<file path="src/rtl/if_stage.sv">
// Instruction-fetch stage: owns the fetch PC, issues single-outstanding word
// requests to instruction memory, buffers responses in a small prefetch FIFO
// and hands {instr, pc} to decode over a valid/ready handshake.
module if_stage #(
  parameter logic [31:0] BOOT_ADDR  = 32'h0000_0000,
  parameter int          FIFO_DEPTH = 2
) (
  input  logic        clk_i,
  input  logic        rst_ni,
  output logic        instr_req_o,
  output logic [31:0] instr_addr_o,
  input  logic        instr_gnt_i,
  input  logic        instr_rvalid_i,
  input  logic [31:0] instr_rdata_i,
  input  logic [1:0]  pc_mux_i,
  input  logic        jal_op_i,
  input  logic [31:0] jump_target_i,
  input  logic [31:0] branch_target_i,
  input  logic        id_ready_i,
  output logic        instr_valid_id_o,
  output logic [31:0] instr_rdata_id_o,
  output logic [31:0] pc_id_o
);

  localparam int          PTR_W   = $clog2(FIFO_DEPTH);
  localparam int          CNT_W   = PTR_W + 1;
  localparam logic [CNT_W-1:0] DEPTH_C = CNT_W'(FIFO_DEPTH);
  localparam logic [31:0] NOP     = 32'h0000_0013;

  typedef enum logic [1:0] {S_IDLE, S_REQ, S_WAIT, S_STALL} state_e;

  state_e            state_q;
  logic [31:0]       fetch_pc_q;
  logic              discard_q;

  logic [31:0]       data_q [FIFO_DEPTH];
  logic [31:0]       addr_q [FIFO_DEPTH];
  logic [PTR_W-1:0]  rptr_q, wptr_q;
  logic [CNT_W-1:0]  cnt_q, cnt_d, cnt_after;

  logic              redirect;
  logic [31:0]       target_raw, target;
  logic              gnt_acc, push, pop;

  // Redirect decode; BOOT beats BRANCH beats a qualified JUMP.
  always_comb begin
    redirect   = 1'b0;
    target_raw = BOOT_ADDR;
    if (pc_mux_i == 2'b11) begin
      redirect   = 1'b1;
      target_raw = BOOT_ADDR;
    end else if (pc_mux_i == 2'b10) begin
      redirect   = 1'b1;
      target_raw = branch_target_i;
    end else if (pc_mux_i == 2'b01 && jal_op_i) begin
      redirect   = 1'b1;
      target_raw = jump_target_i;
    end
  end

  assign target = target_raw & 32'hFFFF_FFFC;

  // While a discarded response is still in flight the request is held low,
  // so memory never sees two outstanding transactions.
  assign instr_req_o  = (state_q == S_REQ) && !discard_q;
  assign instr_addr_o = fetch_pc_q;
  assign gnt_acc      = instr_req_o && instr_gnt_i;

  assign instr_valid_id_o = (cnt_q != '0);
  assign instr_rdata_id_o = data_q[rptr_q];
  assign pc_id_o          = addr_q[rptr_q];

  // A redirect drops both the head on offer and any response arriving with it.
  assign pop  = instr_valid_id_o && id_ready_i && !redirect;
  assign push = (state_q == S_WAIT) && instr_rvalid_i && !discard_q && !redirect;

  // FIFO occupancy next cycle, and occupancy seen by the WAIT exit decision.
  always_comb begin
    cnt_d = cnt_q;
    if (push && !pop)      cnt_d = cnt_q + CNT_W'(1);
    else if (!push && pop) cnt_d = cnt_q - CNT_W'(1);
    cnt_after = pop ? cnt_q : cnt_q + CNT_W'(1);
  end

  // Fetch FSM, fetch PC and discard tracking.
  always_ff @(posedge clk_i or negedge rst_ni) begin
    if (!rst_ni) begin
      state_q    <= S_IDLE;
      fetch_pc_q <= BOOT_ADDR;
      discard_q  <= 1'b0;
    end else if (redirect) begin
      state_q    <= S_REQ;
      fetch_pc_q <= target;
      discard_q  <= gnt_acc || ((discard_q || state_q == S_WAIT) && !instr_rvalid_i);
    end else begin
      case (state_q)
        S_IDLE: state_q <= S_REQ;
        S_REQ: begin
          if (discard_q) begin
            if (instr_rvalid_i) discard_q <= 1'b0;
          end else if (gnt_acc) begin
            state_q <= S_WAIT;
          end
        end
        S_WAIT: begin
          if (instr_rvalid_i) begin
            fetch_pc_q <= fetch_pc_q + 32'd4;
            state_q    <= (cnt_after < DEPTH_C) ? S_REQ : S_STALL;
          end
        end
        S_STALL: if (pop) state_q <= S_REQ;
        default: state_q <= S_IDLE;
      endcase
    end
  end

  // Prefetch FIFO storage and pointers; a redirect empties it in one cycle.
  always_ff @(posedge clk_i or negedge rst_ni) begin
    if (!rst_ni) begin
      for (int i = 0; i < FIFO_DEPTH; i++) begin
        data_q[i] <= NOP;
        addr_q[i] <= '0;
      end
      rptr_q <= '0;
      wptr_q <= '0;
      cnt_q  <= '0;
    end else if (redirect) begin
      rptr_q <= '0;
      wptr_q <= '0;
      cnt_q  <= '0;
    end else begin
      if (push) begin
        data_q[wptr_q] <= instr_rdata_i;
        addr_q[wptr_q] <= fetch_pc_q;
        wptr_q         <= wptr_q + PTR_W'(1);
      end
      if (pop) rptr_q <= rptr_q + PTR_W'(1);
      cnt_q <= cnt_d;
    end
  end

endmodule

</file>
<file path="config.mk">
export PLATFORM = sky130hd
export DESIGN_NAME = if_stage
export DESIGN_NICKNAME = d
export VERILOG_FILES = /design/src/rtl/if_stage.sv
export SDC_FILE = /design/constraint.sdc
export NUM_CORES = 1
export LEC_CHECK = 0
export BUFFER_PORTS_ARGS = -buffer_cell sky130_fd_sc_hd__buf_2
export CORE_ASPECT_RATIO = 0.75
export CORE_MARGIN = 10
export CORE_UTILIZATION = 35
export DETAILED_ROUTE_END_ITERATION = 8
export HOLD_SLACK_MARGIN = 0.12
export PLACE_DENSITY = 0.56
export SKIP_LAST_GASP = 1
export SYNTH_ARGS = -nofsm -noshare
export SYNTH_HDL_FRONTEND = slang
export SYNTH_SLANG_ARGS = --single-unit
</file>
<file path="constraint.sdc">
create_clock -name clk_i -period 5.7 [get_ports clk_i]
set_input_delay 0.285 -clock clk_i [delete_from_list [all_inputs] [get_ports clk_i]]
set_output_delay 0.285 -clock clk_i [all_outputs]
set_load 0.05 [all_outputs]
</file>
## After elaboration in Yosys (flattened, before gate mapping)

Cells that the tools add are included.

| operators by class | value |
|---|---|
| reduce and logical (&&, ||, !) cells | 30 |
| equality and inequality tests | 10 |
| bitwise operators | 3 |
| multiplexer cells | 38 |
| add/sub/neg operators | 5 |
| order comparisons | 4 |

Operator list:

| operator | count |
|---|---|
| 2-to-1 mux 32 bit | 13 |
| bitwise mux 64 bit | 2 |
| adder 32 x 3 -> 32 bit (second input constant) | 1 |
| demux 32 bit (select 1 bit) | 1 |
| 2-to-1 mux 2 bit | 10 |
| logical AND 1 bit | 12 |
| != test 3 bit (second input constant) | 4 |
| nonzero test 2 bit | 6 |
| 2-to-1 mux 1 bit | 11 |
| == test 2 bit (second input constant) | 4 |
| one-hot mux 2 bit (4 select lines) | 1 |
| zero test 1 bit | 5 |
| == test 2 x 1 -> 1 bit (second input constant) | 2 |
| greater-or-equal comparator 2 bit (second input constant) | 2 |
| NOT 1 -> 2 bit | 2 |
| AND reduction 2 bit | 2 |
| AND reduction 4 bit | 1 |
| nonzero test 3 bit | 1 |
| adder 1 bit (second input constant) | 2 |
| adder 2 x 1 -> 2 bit (second input constant) | 1 |
| zero test 2 bit | 1 |
| logical OR 1 bit | 2 |
| < comparator 2 x 1 -> 1 bit (second input constant) | 1 |
| < comparator 2 bit (second input constant) | 1 |
| other kinds (2) | 2 |

| storage, ports and cells | value |
|---|---|
| word-level logic and storage cells | 100 |
| input bits | 104 |
| output and inout port bits | 98 |
| bits in registers | 167 |

## Longest topological paths before layout

| logic depth | value |
|---|---|
| depth after elaboration | 13 |
| depth in mapped cells | 9 |
| gate-level depth less buffers | 7 |

## Least setup slack after synthesis

OpenSTA, ideal clock, no wires.

| timing | value |
|---|---|
| path kind | register to register |
| start | register fetch_pc_q[5], in the netlist instr_addr_o[5] |
| end | register fetch_pc_q[26], in the netlist instr_addr_o[26] |
| cell stages (with the launch flop) | 8 |
| data arrival time | 1987 ps |
| slack | 3583 ps |
| period minus slack after synthesis | 2117 ps |
| data required time | 5570 ps |
| library setup time | 130 ps |
| path buffers | 2 |
| cell sequence | dfrtp_1 > buf_2 > and4_1 > buf_4 > nand2_2 > or4_4 > o31ai_2 > a21oi_1 |

| between the ends | value |
|---|---|
| longest elaborated chain between the ends | 4 |

Ends and longest elaborated chain:

| item | line | RTL |
|---|---|---|
| from (decl) | 33 | `logic [31:0] fetch_pc_q;` |
| from (signal assigned) | 93 | `fetch_pc_q <= target;` |
| from (signal assigned) | 107 | `fetch_pc_q <= fetch_pc_q + 32'd4;` |
| adder 32 x 3 -> 32 bit | 107 |  |
| 2-to-1 mux 32 bit | 106 | `if (instr_rvalid_i) begin` |
| 2-to-1 mux 32 bit | 96 | `case (state_q)` |
| 2-to-1 mux 32 bit | 91 | `end else if (redirect) begin` |

Every way passes these cells. The select of a mux whose other input is x is not followed.
A chain may end at the register's enable or synchronous reset.

## Worst setup path in the final report

| timing | value |
|---|---|
| start | register state_q[0] |
| end | register addr_q[10] (netlist bit) |

| between the ends | value |
|---|---|
| longest elaborated chain between the ends | 5 |

Ends and longest elaborated chain:

| item | line | RTL |
|---|---|---|
| from (decl) | 32 | `state_e state_q;` |
| from (signal assigned) | 108 | `state_q <= (cnt_after < DEPTH_C) ? S_REQ : S_STALL;` |
| == test 2 bit | 75 | `assign push = (state_q == S_WAIT) && instr_rvalid_i && !discard_q && !redirect;` |
| logical AND 1 bit (3 in a row) | 75 |  |
| AND reduction 2 bit (no source line) | -- |  |
| to (signal, indexed assignment) | 134 | `addr_q[wptr_q] <= fetch_pc_q;` |
| to (decl) | 37 | `logic [31:0] addr_q [FIFO_DEPTH];` |

Every way passes these cells.

==> summary.md <==
| Metric | Value |
|---|---|
| CTS tree | `yes` |
| Area Overhead vs Synth | `28.1%` |
| Xor-xnor portion of the synthesized cell area | `0.00661` |
| First-pass GRT wire length | `roughly 37,000 microns` |
| Max incr delay on CP | `a little over 0.8 ns` |
| RSZ-0062 raised after global routing | `false` |
| Measured slew at the worst slew-check pin | `roughly 1.0 ns` |
| CTS root buffer | `clkbuf_16` |
| Core Util, Final | `0.458` |
| Mapped Cells | `between 600 and 700` |
| Detailed-route wire length | `between 20,000 and 25,000 microns` |
| Critical Path RT | `6.00 ns` |
| Setup_tns | `0 ns` |
| Vias in the first global route | `roughly 6,500` |
| WHS Endpoint | `instr_addr_o[25]` |
| Crit Path Category | `reg2reg` |
| Die width | `~190 microns` |
| Power per cell area | `approximately 360 nW/um^2` |
| Worst setup SP type | `flop` |
| Drt wl/cell | `between 15 and 20 microns` |
| Mux cell area share after synthesis | `0.255` |
| CP Capture Type | `flop` |
| Core Footprint | `around 22,000 sq um` |
| Pre-antenna DRT Iters | `5` |
| Outcome | `finished, final reports clean` |
| Post-synthesis cell area | `roughly 7900 sq um` |
| Critical hold path startpoint | `jump_target_i[25]` |
| Top delay family on crit path | `simple AND/OR/NAND/NOR gates` |
| Hold violation count in the final report | `0` |
| Fin nets | `993` |
| Largest family of logic cells by synthesized area | `multiplexers` |
| Final Setup Violations | `0` |
| Htree depth | `4` |
| Slew Limit Fails | `0` |
| Drt drc | `0` |
| Io pins | `between 200 and 250` |
| Crit path max fanout | `63` |
| Clock Sinks | `~160` |
| Die ar. | `29,200 sq um` |
| FFs w/ async S/R, synth | `1.00` |
| GRT Resource Usage Total | `0.155` |
| Top cells by area, synth | `dfrtp_1 (49%), mux2_2 (25%), a21oi_1 (2.1%)` |
| Crit. Startpoint | `state_q[0]` |
| CP arrival | `around 3.2 ns` |
| Vias | `approximately 6,000` |
| Worst R2R Setup Slack | `roughly 2.8 ns` |
| CTS max path bufs | `2` |
| Row cnt | `47` |
| Ys Warns | `0` |
| Initial antenna violation count | `0` |
| Clock Latency Late Sink | `approximately 0.43 ns` |
| Count of maximum capacitance violations | `0` |
| Antenna-violating nets left | `0` |
| Die Height | `151 microns` |
| Fmax | `between 300 and 400 MHz` |
| Sequential fraction of the synthesis area | `0.508` |
| # diodes | `0` |
| Post-synth top area share | `0.488` |
| Slew Limit Headroom | `0.311` |
| Hold Path Stages | `3` |
| Largest net degree at the start of global routing | `98` |
| Post-cts resize count | `0` |
| LEAKAGE | `between 5 and 6 nW` |
| Crit-path cells | `inv_1 > ha_1 > nand2_2 > nor2_2 > nand3_4 > buf_4 > nand2_1 > o21ai_0` |
| CTS Buf Count | `17` |
| Starting density of the core | `0.358` |
| Area of the multi-input gates | `about 3700 sq um` |
| Number of port buffers | `around 190` |
| R2R cell count | `8` |
| Tmin final | `2.88 ns` |
| Reg-to-Reg End | `addr_q[10]` |
| Hold WC Path Type | `in2reg` |
| Final total power | `approximately 3.7 mW` |
| Synth cell types | `52` |
| WHS | `between 0.15 and 0.2 ns` |
| Syn avg cell area | `between 10 and 15 sq um` |
| Final period utilization | `0.506` |
| Simple-gate area share of the yosys netlist | `0.0738` |
| GP Congestion | `0.844` |
| Share of layout cells above drive strength 1 | `0.473` |
| Clock Skew | `0.0151 ns` |
| Top FF cell, synth | `dfrtp_1` |
| Worst IR drop on VDD | `between 0.2 and 0.25 mV` |
| Adder-Cell Fraction of Synth Area | `0.00945` |
| FF-to-FF Start | `state_q[0]` |
| Iteration-0 DRC count of the detailed router | `between 300 and 400` |
| Drt via density | `between 5 and 6` |
| Fillers | `2,104` |
| EDFF count, synth | `0` |
| Synth Area in Compound Gates | `0.113` |
| Clock-pin slew on the worst setup and hold paths | `0.07 ns` |
| FF+latch count, synth | `about 160` |
| WP buf/inv | `2` |
| CP max-delay cell | `nand3_4` |
| Dpl hpwl | `between 15,000 and 20,000 microns` |
| Area leader, netlist | `dfrtp_1` |
| Storage cell area | `between 4000 and 5000 sq um` |
| GRT Residual Overflow | `0` |
==> per-layer routing <==
| metal | track usage | part of all wire | up-vias |
|---|---|---|---|
| met5 | 0 | 0 | - |
| met3 | 0.0393 | 0.059 | 17 |
| met2 | 0.240 | 0.45 | 171 |
| li1 | - | - | 2875 |
| met1 | 0.213 | 0.48 | 3085 |
| met4 | 0.0395 | 0.011 | 0 |
==> worst max path at each step <==
stage,to,slack [ns],depth (start not counted)
final,addr_q[10],2.82,8
after global placement,data_q[24],2.85,6
after global routing,addr_q[10],2.57,8
after floorplan,instr_addr_o[26],3.58,7
after CTS,data_q[26],2.76,6
after detailed placement,data_q[26],2.78,6
==> final cells by class <==
class,count,share of cell area
sequential,161,0.397
multi-input combinational,446,0.360
timing repair buffer,243,0.142
clock buffer,19,0.0425
tap,294,0.0361
clock inverter,13,0.0170
inverter,14,0.00516
==> stage by stage <==
step	area [sq um]	worst slack [ns]	instances
2_1_floorplan	7960	3.58	666
3_3_place_gp	9170	2.85	1117
3_5_place_dp	9170	2.78	1117
4_1_cts	10200	2.76	1190
5_1_grt	10200	2.57	1190
6_report	10200	2.82	1190
==> state kept, by name (all words and copies together), names as in the netlist <==
register and flops:
wptr_q 1, rptr_q 1, cnt_q 2, discard_q 1
data_q 64, addr_q 60, state_q 2, instr_addr_o 30
==> worst register-to-register path, cell delays in order (launching register included) <==
cell     delay (ns)
dfrtp_1        0.43
inv_1          0.08
ha_1           0.24
nand2_2        0.21
nor2_2         0.37
nand3_4        0.82
buf_4          0.48
nand2_1        0.06
o21ai_0        0.08
==> cells by family after synthesis <==
group / after synthesis
flip-flops: 161
multiplexers: 180
buffers and inverters: 59
XOR/XNOR: 6
AO/OA/AOI/OAI: 136
adder cells (fa/ha/maj): 6
other: 1
AND/OR/NAND/NOR: 114
==> what timing repair did <==
item,CTS,global route
hold buffers,41,0
buffers inserted,0,0
hold endpoints to repair,154,0
==> where the power goes <==
| group | total, mW | switching [mW] | internal, mW |
|---|---|---|---|
| sequential | 1.39 | 0.105 | 1.29 |
| combinational | 1.12 | 0.753 | 0.366 |
| clock | 1.20 | 0.503 | 0.699 |
==> Yosys cell counts, types with 2 or more instances <==
| cell | count |
|---|---|
| mux2_1 | 5 |
| a211oi_1 | 2 |
| a21oi_1 | 34 |
| ha_1 | 6 |
| inv_1 | 14 |
| o41ai_1 | 5 |
| a311o_1 | 2 |
| a221oi_1 | 2 |
| nand4_1 | 11 |
| a2bb2oi_1 | 8 |
| buf_2 | 21 |
| nand2b_1 | 3 |
| nor3_1 | 5 |
| o221ai_1 | 2 |
| nor2b_1 | 3 |
| nor2_1 | 23 |
| o31ai_1 | 6 |
| nand3_1 | 11 |
| nand3_2 | 2 |
| nor4_1 | 2 |
| o21ai_0 | 32 |
| a22oi_1 | 21 |
| nand2_1 | 36 |
| a31oi_1 | 6 |
| buf_4 | 6 |
| buf_1 | 6 |
| o22a_1 | 2 |
| nand2_2 | 2 |
| dfstp_2 | 6 |
| a22o_1 | 8 |
| and2_1 | 4 |
| and4_1 | 4 |
| dfrtp_1 | 155 |
| and3_1 | 2 |
| xnor2_1 | 5 |
| mux2_2 | 174 |
| clkbuf_1 | 12 |
==> layout by cell type, fill, tap and decap left out, types with 8 or more instances in the layout <==
cell,count
a21oi_1,33
a22o_1,8
a22oi_1,21
a2bb2oi_1,8
buf_2,192
buf_4,9
clkbuf_16,17
dfrtp_1,154
dlygate4sd3_1,41
inv_1,14
mux2_2,174
nand2_1,36
nand3_1,11
nand4_1,11
nor2_1,23
o21ai_0,32
(Power assumes the default switching activity.)
